--- config.mk ---
export PLATFORM = sky130hd
export DESIGN_NAME = afifo_rd_burst_engine
export DESIGN_NICKNAME = d
export VERILOG_FILES = /design/src/rtl/afifo_rd_burst_engine.sv
export SDC_FILE = /design/constraint.sdc
export NUM_CORES = 1
export LEC_CHECK = 0
export CAP_MARGIN = 5
export CORE_UTILIZATION = 35
export DETAILED_ROUTE_END_ITERATION = 7
export GPL_ROUTABILITY_DRIVEN = 0
export GPL_TIMING_DRIVEN = 0
export PLACE_DENSITY = 0.7
export SYNTH_ARGS = -nofsm -noshare
export SYNTH_HDL_FRONTEND = slang
export SYNTH_SLANG_ARGS = --single-unit
--- constraint.sdc ---
create_clock -name rclk -period 2.6 [get_ports rclk]
set_input_delay 0.26 -clock rclk [delete_from_list [all_inputs] [get_ports rclk]]
set_output_delay 0.26 -clock rclk [all_outputs]
set_load 0.02 [all_outputs]
--- src/rtl/afifo_rd_burst_engine.sv ---
// rtl/afifo_rd_burst_engine.sv - read-domain burst engine for the async FIFO
// Pops up to cmd_len words, streams them over a one-deep valid/ready slot and
// reports completion status plus a saturating empty-event counter.
module afifo_rd_burst_engine #(
  parameter int DATA_WIDTH     = 32,
  parameter int LEN_WIDTH      = 5,
  parameter int TIMEOUT_CYCLES = 64,
  parameter int STAT_WIDTH     = 16
) (
  input  logic                  rclk,
  input  logic                  rrst_n,
  input  logic                  rempty,
  input  logic [DATA_WIDTH-1:0] rdata,
  output logic                  rinc,
  input  logic                  cmd_valid,
  output logic                  cmd_ready,
  input  logic [LEN_WIDTH-1:0]  cmd_len,
  input  logic                  cmd_nb,
  output logic                  dout_valid,
  input  logic                  dout_ready,
  output logic [DATA_WIDTH-1:0] dout_data,
  output logic                  dout_last,
  output logic                  done,
  output logic [LEN_WIDTH-1:0]  done_count,
  output logic [1:0]            done_status,
  output logic [STAT_WIDTH-1:0] stat_empty_cnt
);

  typedef enum logic [1:0] {
    S_IDLE = 2'd0,
    S_READ = 2'd1,
    S_DONE = 2'd2
  } state_t;

  localparam logic [1:0] ST_OK      = 2'd0;
  localparam logic [1:0] ST_ABORT   = 2'd1;
  localparam logic [1:0] ST_TIMEOUT = 2'd2;
  localparam logic [1:0] ST_ZERO    = 2'd3;

  // tmo only has to reach TIMEOUT_CYCLES-1; the timeout exit fires there
  localparam int TMO_WIDTH = (TIMEOUT_CYCLES > 1) ? $clog2(TIMEOUT_CYCLES) : 1;
  localparam logic [TMO_WIDTH-1:0] TMO_LAST = TMO_WIDTH'(TIMEOUT_CYCLES - 1);

  state_t                state_q, state_nxt;
  logic [1:0]            status_q, status_nxt;
  logic [LEN_WIDTH-1:0]  len_q;
  logic                  nb_q;
  logic [LEN_WIDTH-1:0]  cnt_q;
  logic [TMO_WIDTH-1:0]  tmo_q;
  logic [LEN_WIDTH-1:0]  done_count_q;
  logic [1:0]            done_status_q;

  logic slot_free;
  logic cmd_fire;
  logic last_pop;
  logic empty_evt;

  assign slot_free = !dout_valid || dout_ready;
  assign cmd_fire  = cmd_valid && cmd_ready;
  assign last_pop  = rinc && (cnt_q == len_q - LEN_WIDTH'(1));
  // an empty READ cycle ends the command either immediately (nb) or at the timeout limit
  assign empty_evt = (state_q == S_READ) && rempty && (nb_q || (tmo_q == TMO_LAST));

  // State and pending-status register
  always_ff @(posedge rclk or negedge rrst_n) begin
    if (!rrst_n) begin
      state_q  <= S_IDLE;
      status_q <= ST_OK;
    end else begin
      state_q  <= state_nxt;
      status_q <= status_nxt;
    end
  end

  // Next-state and completion-status selection
  always_comb begin
    state_nxt  = state_q;
    status_nxt = status_q;
    case (state_q)
      S_IDLE: begin
        if (cmd_fire) begin
          if (cmd_len == '0) begin
            state_nxt  = S_DONE;
            status_nxt = ST_ZERO;
          end else begin
            state_nxt  = S_READ;
          end
        end
      end
      S_READ: begin
        // a pop and an empty flag are mutually exclusive, so the pop always wins
        if (last_pop) begin
          state_nxt  = S_DONE;
          status_nxt = ST_OK;
        end else if (rempty && nb_q) begin
          state_nxt  = S_DONE;
          status_nxt = ST_ABORT;
        end else if (rempty && (tmo_q == TMO_LAST)) begin
          state_nxt  = S_DONE;
          status_nxt = ST_TIMEOUT;
        end
      end
      S_DONE: begin
        if (slot_free) state_nxt = S_IDLE;
      end
      default: state_nxt = S_IDLE;
    endcase
  end

  // FSM-decoded strobes
  always_comb begin
    cmd_ready = (state_q == S_IDLE);
    rinc      = (state_q == S_READ) && !rempty && slot_free;
    done      = (state_q == S_DONE) && slot_free;
  end

  // Command latch, word counter and empty-cycle timer
  always_ff @(posedge rclk or negedge rrst_n) begin
    if (!rrst_n) begin
      len_q <= '0;
      nb_q  <= 1'b0;
      cnt_q <= '0;
      tmo_q <= '0;
    end else if (cmd_fire) begin
      len_q <= cmd_len;
      nb_q  <= cmd_nb;
      cnt_q <= '0;
      tmo_q <= '0;
    end else if (rinc) begin
      cnt_q <= cnt_q + LEN_WIDTH'(1);
      tmo_q <= '0;
    end else if ((state_q == S_READ) && rempty && !nb_q && (tmo_q != TMO_LAST)) begin
      tmo_q <= tmo_q + TMO_WIDTH'(1);
    end
  end

  // Single-register output slot
  always_ff @(posedge rclk or negedge rrst_n) begin
    if (!rrst_n) begin
      dout_valid <= 1'b0;
      dout_data  <= '0;
      dout_last  <= 1'b0;
    end else if (rinc) begin
      dout_valid <= 1'b1;
      dout_data  <= rdata;
      dout_last  <= (cnt_q == len_q - LEN_WIDTH'(1));
    end else if (dout_valid && dout_ready) begin
      dout_valid <= 1'b0;
      dout_last  <= 1'b0;
    end
  end

  // Hold the reported count/status from one done pulse to the next
  always_ff @(posedge rclk or negedge rrst_n) begin
    if (!rrst_n) begin
      done_count_q  <= '0;
      done_status_q <= ST_OK;
    end else if (done) begin
      done_count_q  <= cnt_q;
      done_status_q <= status_q;
    end
  end

  // Saturating count of abort and timeout events
  always_ff @(posedge rclk or negedge rrst_n) begin
    if (!rrst_n) begin
      stat_empty_cnt <= '0;
    end else if (empty_evt && (stat_empty_cnt != '1)) begin
      stat_empty_cnt <= stat_empty_cnt + STAT_WIDTH'(1);
    end
  end

  assign done_count  = done ? cnt_q    : done_count_q;
  assign done_status = done ? status_q : done_status_q;

endmodule
# Yosys cells after proc, flatten, opt, wreduce, memory -nomap -nowiden

Cells that the tools add are included.

Output and inout port bits: 60
Register bits: 78
Bits of input ports: 43
Word-level logic and storage cells: 74

Reductions and logical operators: 26
$add $sub $neg: 4
Mux-type cells: 22
Equality and inequality tests: 10

Operator list:

| kind                  | number |
|---|---|
| $mux 2                | 11 |
| $mux 6                | 3 |
| $add 16x1->16 const B | 1 |
| $ne 16x16->1 const B  | 1 |
| $mux 5                | 3 |
| $logic_and 1x1->1     | 13 |
| $add 6x1->6 const B   | 1 |
| $eq 6x6->1 const B    | 1 |
| $ne 6x6->1 const B    | 1 |
| $pmux 2 s3            | 1 |
| $reduce_bool 2->1     | 3 |
| $add 5x1->5 const B   | 1 |
| $eq 5x5->1            | 1 |
| $logic_not 5->1       | 1 |
| $sub 5x1->5 const B   | 1 |
| $ne 2x1->1 const B    | 2 |
| $ne 4x4->1 const B    | 1 |
| $pmux 2 s2            | 1 |
| $reduce_and 4->1      | 1 |
| $logic_not 1->1       | 3 |
| $mux 1                | 3 |
| $reduce_and 3->1      | 1 |
| $reduce_bool 3->1     | 1 |
| $eq 2x1->1 const B    | 1 |
| 4 further kinds       | 5 |

# Depth between registers and ports, before layout

Depth in word-level cells: 7
Depth in mapped cells: 8
Mapped depth without buffers: 7

# Worst setup path before layout

Ideal clock, no wire load.

Path type: flip-flop to flip-flop
Start point: register stat_empty_cnt[0]
End point: register stat_empty_cnt[14]
Cell stages (with the launch flop): 8
Path slack: 469 ps
Data arrival time: 2000 ps
Data required time: 2469 ps
Library setup time: 131 ps
Path buffers: 1
Period minus slack after synthesis: 2131 ps
Cell sequence: dfrtp_1 > ha_1 > nand2_1 > nor2_1 > or4b_1 > buf_2 > or3_4 > xnor2_2

Cells in the longest elaborated chain, start to end: 2
Elaborated cells between the ends (all ways): 3
Those cells by class: add/sub: 1; eq/ne: 1; reduce/logical: 1

Ends and longest elaborated chain:

| element                                               | RTL line | text |
|---|---|---|
| from (decl)                                           | 26       | `output logic [STAT_WIDTH-1:0] stat_empty_cnt` |
| from (signal assigned)                                | 169      | `stat_empty_cnt <= stat_empty_cnt + STAT_WIDTH'(1);` |
| branches (longest 2 deep; another with $add 16x1->16) | -        |  |

Parallel ways; which one is timed is not known.
A chain may end at the register's enable or synchronous reset.

# Worst setup path in the final report

Start point: register dout_valid
End point: output port rinc

Cells in the longest elaborated chain, start to end: 3

Ends and longest elaborated chain:

| element                | RTL line | text |
|---|---|---|
| from (decl)            | 19       | `output logic dout_valid,` |
| from (signal assigned) | 140      | `dout_valid <= 1'b0;` |
| from (signal assigned) | 144      | `dout_valid <= 1'b1;` |
| from (signal assigned) | 148      | `dout_valid <= 1'b0;` |
| $logic_not 1->1        | 58       | `assign slot_free = !dout_valid \|\| dout_ready;` |
| $logic_or 1x1->1       | 58       |  |
| $logic_and 1x1->1      | 113      | `rinc = (state_q == S_READ) && !rempty && slot_free;` |
| to (decl)              | 14       | `output logic rinc,` |

Every way passes these cells.

==> flow_metrics.py <==
metrics = {
    "cells_and_area": {
        "layout-area-overhead-vs-synth_pct": 41.23,
        "filler_cell_count": 890,
        "share_of_final_layout_standard_cells_stronger_than_drive_strength_1_pct": 6.445,
        "final_cells": 610,
        "stdcell_area_sq_mm": 0.004835,
        "antennaDiodeCount": 0,
        "fin_nets": 524,
    },
    "place": {
        "io_buffer_count": 102,
        "place.detailed.instances": 593,
        "dpl_worst_slack_ns": -0.4894,
        "placedInstanceArea_sq_mm": 0.004631,
        "post-dp-hpwl_microns": 5804,
    },
    "synthesis": {
        "synth_top_family_by_area": "simple AND/OR/NAND/NOR gates",
        "synth.area.top_cells": "dfrtp_1, nand2_1, xnor2_1",
        "synth.yosys.warnings": 0,
        "yosys.area_share.simple_pct": 25.69,
        "yosys.area_share.adder_pct": 1.462,
        "synth_ff_type": "dfrtp_1",
        "synth.ff_latch_count": 78,
        "synth_async_sr_flop_share_pct": 100.0,
        "most_numerous_cell_in_the_yosys_netlist": "nand2_1",
        "synth_compound_gate_area_share_pct": 5.738,
        "post-synth-top-area-cell": "dfrtp_1",
        "xor_xnor_cell_area_share_of_the_yosys_netlist_pct": 7.383,
        "synthesis.instances": 361,
        "synth_area_sq_mm": 0.003423,
        "synth_top_area_share_pct": 57.02,
        "synth.area.mux_share_pct": 0.6213,
        "synth.avg_cell_area_sq_um": 9.483,
        "synth_enable_flop_cells": 0,
        "synth.top_cells.by_count": "nand2_1, dfrtp_1, nor2_1, xnor2_1, xor2_1",
        "synth_cell_type_count": 43,
        "synthesized_netlist_net_count": 408,
        "yosysSeqAreaShare_pct": 57.02,
    },
    "routing": {
        "drt-wirelength-per-cell_microns": 12.99,
        "remaining_number_of_nets_flagged_by_the_antenna_check_after_routing": 0,
        "detail_route.iter0.violations": 77,
        "detail_route.first_pass.iterations": 4,
        "totalWireLength_microns": 7921,
        "route.detailed.drc": 0,
        "vias_per_cell": 4.693,
        "num_vias": 2863,
    },
    "timing": {
        "setup_viol_count_final": 0,
        "worst_setup_slack_final_ns": 0.1307,
        "clock_skew_ns": 0.006972,
        "fmax_ghz": 0.4050,
        "slew_headroom_pct": 48.57,
        "final.period_utilization_pct": 94.97,
        "fin_tns_setup_ns": 0,
        "report.final.hold_viol_count": 0,
        "worst_pin_slew_ns": 0.7520,
        "final.hold.worst_slack_ns": 0.3973,
        "min_period_ns": 2.469,
        "grt_setup_unrepaired": "false",
        "timing.final.max_slew_violations": 0,
    },
    "grt": {
        "first_global_vias": 2887,
        "grt_antenna_before_repair": 0,
        "grt.overflow.total": 0,
        "grt_first_pass_wirelength_microns": 13150,
        "grt_use_total_pct": 16.68,
        "grt_start_max_net_pins": 46,
    },
    "clock_network": {
        "clkSlewWorstSetupHoldPaths_ns": 0.08,
        "cts_made_buffers": 9,
        "root_buffer_master": "clkbuf_8",
        "clock-sinks": 78,
        "htreeDepth": 3,
        "cts_tree": "yes",
        "clk_latency_ns": 0.35,
        "cts-root-to-sink-buffers": 2,
    },
    "status": {
        "run_status": "finished clean",
    },
    "floorplanning": {
        "fp.dieH_microns": 100.9,
        "starting_utilization_of_the_core_area_pct": 36.53,
        "floorplan.io_pins": 103,
        "placeableCoreArea_sq_mm": 0.009371,
        "num_rows": 35,
        "die_area_sq_mm": 0.01018,
        "die_x_microns": 100.9,
    },
    "critical_path": {
        "critPathSlowestCell": "dfrtp_1",
        "stage_delay_of_the_slowest_cell_on_the_critical_path_ns": 0.45,
        "crit_required_ns": 2.34,
        "arrival_time_at_the_worst_endpoint_ns": 2.21,
        "criticalPathCategory": "flip-flop to output port",
        "path_buf_inv": 3,
        "critical_path_start_type": "flip-flop",
        "critical_path.max_fanout": 19,
        "critPathCaptureType": "output port",
        "crit_path_cell_trace": "nor2b_1 -> or3_4 -> inv_1 -> clkbuf_4 -> dlygate4sd2_1",
        "path_delay_family": "buffers and inverters",
    },
    "job": {
        "maxCapViolations": 0,
    },
    "power_and_ir_drop": {
        "cellPowerDensity_mw_per_mm2": 1008,
        "leakage_nw": 2.255,
        "ir_worst_vdd_mv": 0.5224,
    },
    "min_path": {
        "hold_path_class": "primary input to async pin",
    },
}
[path summary, 6_finish.rpt]
check                                     start                  to  slack [ns]  cells past startpoint
max in group asynchronous                rrst_n       dout_data[11]        1.63                      3
worst max register to register         tmo_q[0]  stat_empty_cnt[14]        0.45                      7
worst min register to register  done_count_q[1]     done_count_q[1]        0.48                      2
worst max-delay path                 dout_valid                rinc        0.13                      5
min in group rclk                     rdata[14]       dout_data[14]        0.42                      3
worst min-delay path                     rrst_n   stat_empty_cnt[4]        0.40                      2
[layout by cell type, fill, tap and decap left out, drive strengths merged, types with 2 or more instances in the layout]
master,synthesis,routed
nand2,150,150
clkdlybuf4s50,0,100
dfrtp,78,78
clkbuf,7,19
nor2,15,15
xnor2,15,15
xor2,13,13
nand3,9,9
o21ai,8,8
buf,5,8
nor3,7,7
inv,6,7
nand4,5,5
nand2b,4,4
ha,4,4
and3,4,4
or3,4,4
a21oi,3,3
a2111oi,3,3
nand3b,2,2
clkinv,0,2
a31oi,2,2
[state kept, by name (all words and copies together), names as in the netlist, 2 cells and up]
register        cells
dout_data          32
cnt_q               5
tmo_q               6
status_q            2
stat_empty_cnt     16
done_status_q       2
len_q               5
state_q             2
done_count_q        5
[report_power, final]
group	internal [mW]	total, mW	switching, mW	leakage (nW)
combinational	0.984	2.15	1.17	1.16
sequential	1.61	1.90	0.289	1.01
clock	0.395	0.824	0.430	0.0926
[worst register-to-register path, cell delays in order (launching register included)]
cell and delay (ns):
dfrtp_1 0.39, ha_1 0.18, and3_4 0.22, a31oi_4 0.11
or4b_1 0.51, buf_2 0.16, or3_4 0.34, xnor2_2 0.13
[logic make-up after synthesis]
kind of cell             Yosys count
AO/OA/AOI/OAI                     25
buffers and inverters             18
adder cells (fa/ha/maj)            4
XOR/XNOR                          28
AND/OR/NAND/NOR                  206
multiplexers                       2
flip-flops                        78
[repair_timing]
item | in CTS | in global routing
hold buffers | 1 | 0
resized for setup | 4 | 1
endpoints found under the setup margin | 7 | 8
endpoints found under the hold margin | 33 | 0
pin swaps | 1 | 0
buffers inserted | 0 | 3
[area by class of cell]
cell class | count | area, sq um | share of cell area [%]
sequential | 78 | 1952 | 40.37
multi-input combinational | 265 | 1405 | 29.06
timing repair buffer | 107 | 1077 | 22.28
tap | 129 | 161.4 | 3.339
clock buffer | 12 | 155.1 | 3.209
buffer | 10 | 42.54 | 0.8799
inverter | 6 | 22.52 | 0.4658
clock inverter | 3 | 18.77 | 0.3882
[per-layer routing]
metal,wire length (microns),GRT usage [%],vias up,part of all wire (%)
met5,0,0,-,0
met1,3502,19.89,1370,44
met3,581,5.548,11,7.3
met2,3729,27.50,79,47
met4,107,7.246,0,1.4
li1,-,-,1403,-
[through the flow]
stage	util, %	total power [mW]
detailed placement	49.41	4.055
global placement	49.15	3.998
CTS	51.32	4.900
global route	51.59	5.210
floorplan	-	3.050
finish	51.59	4.872
(Power assumes the default switching activity.)
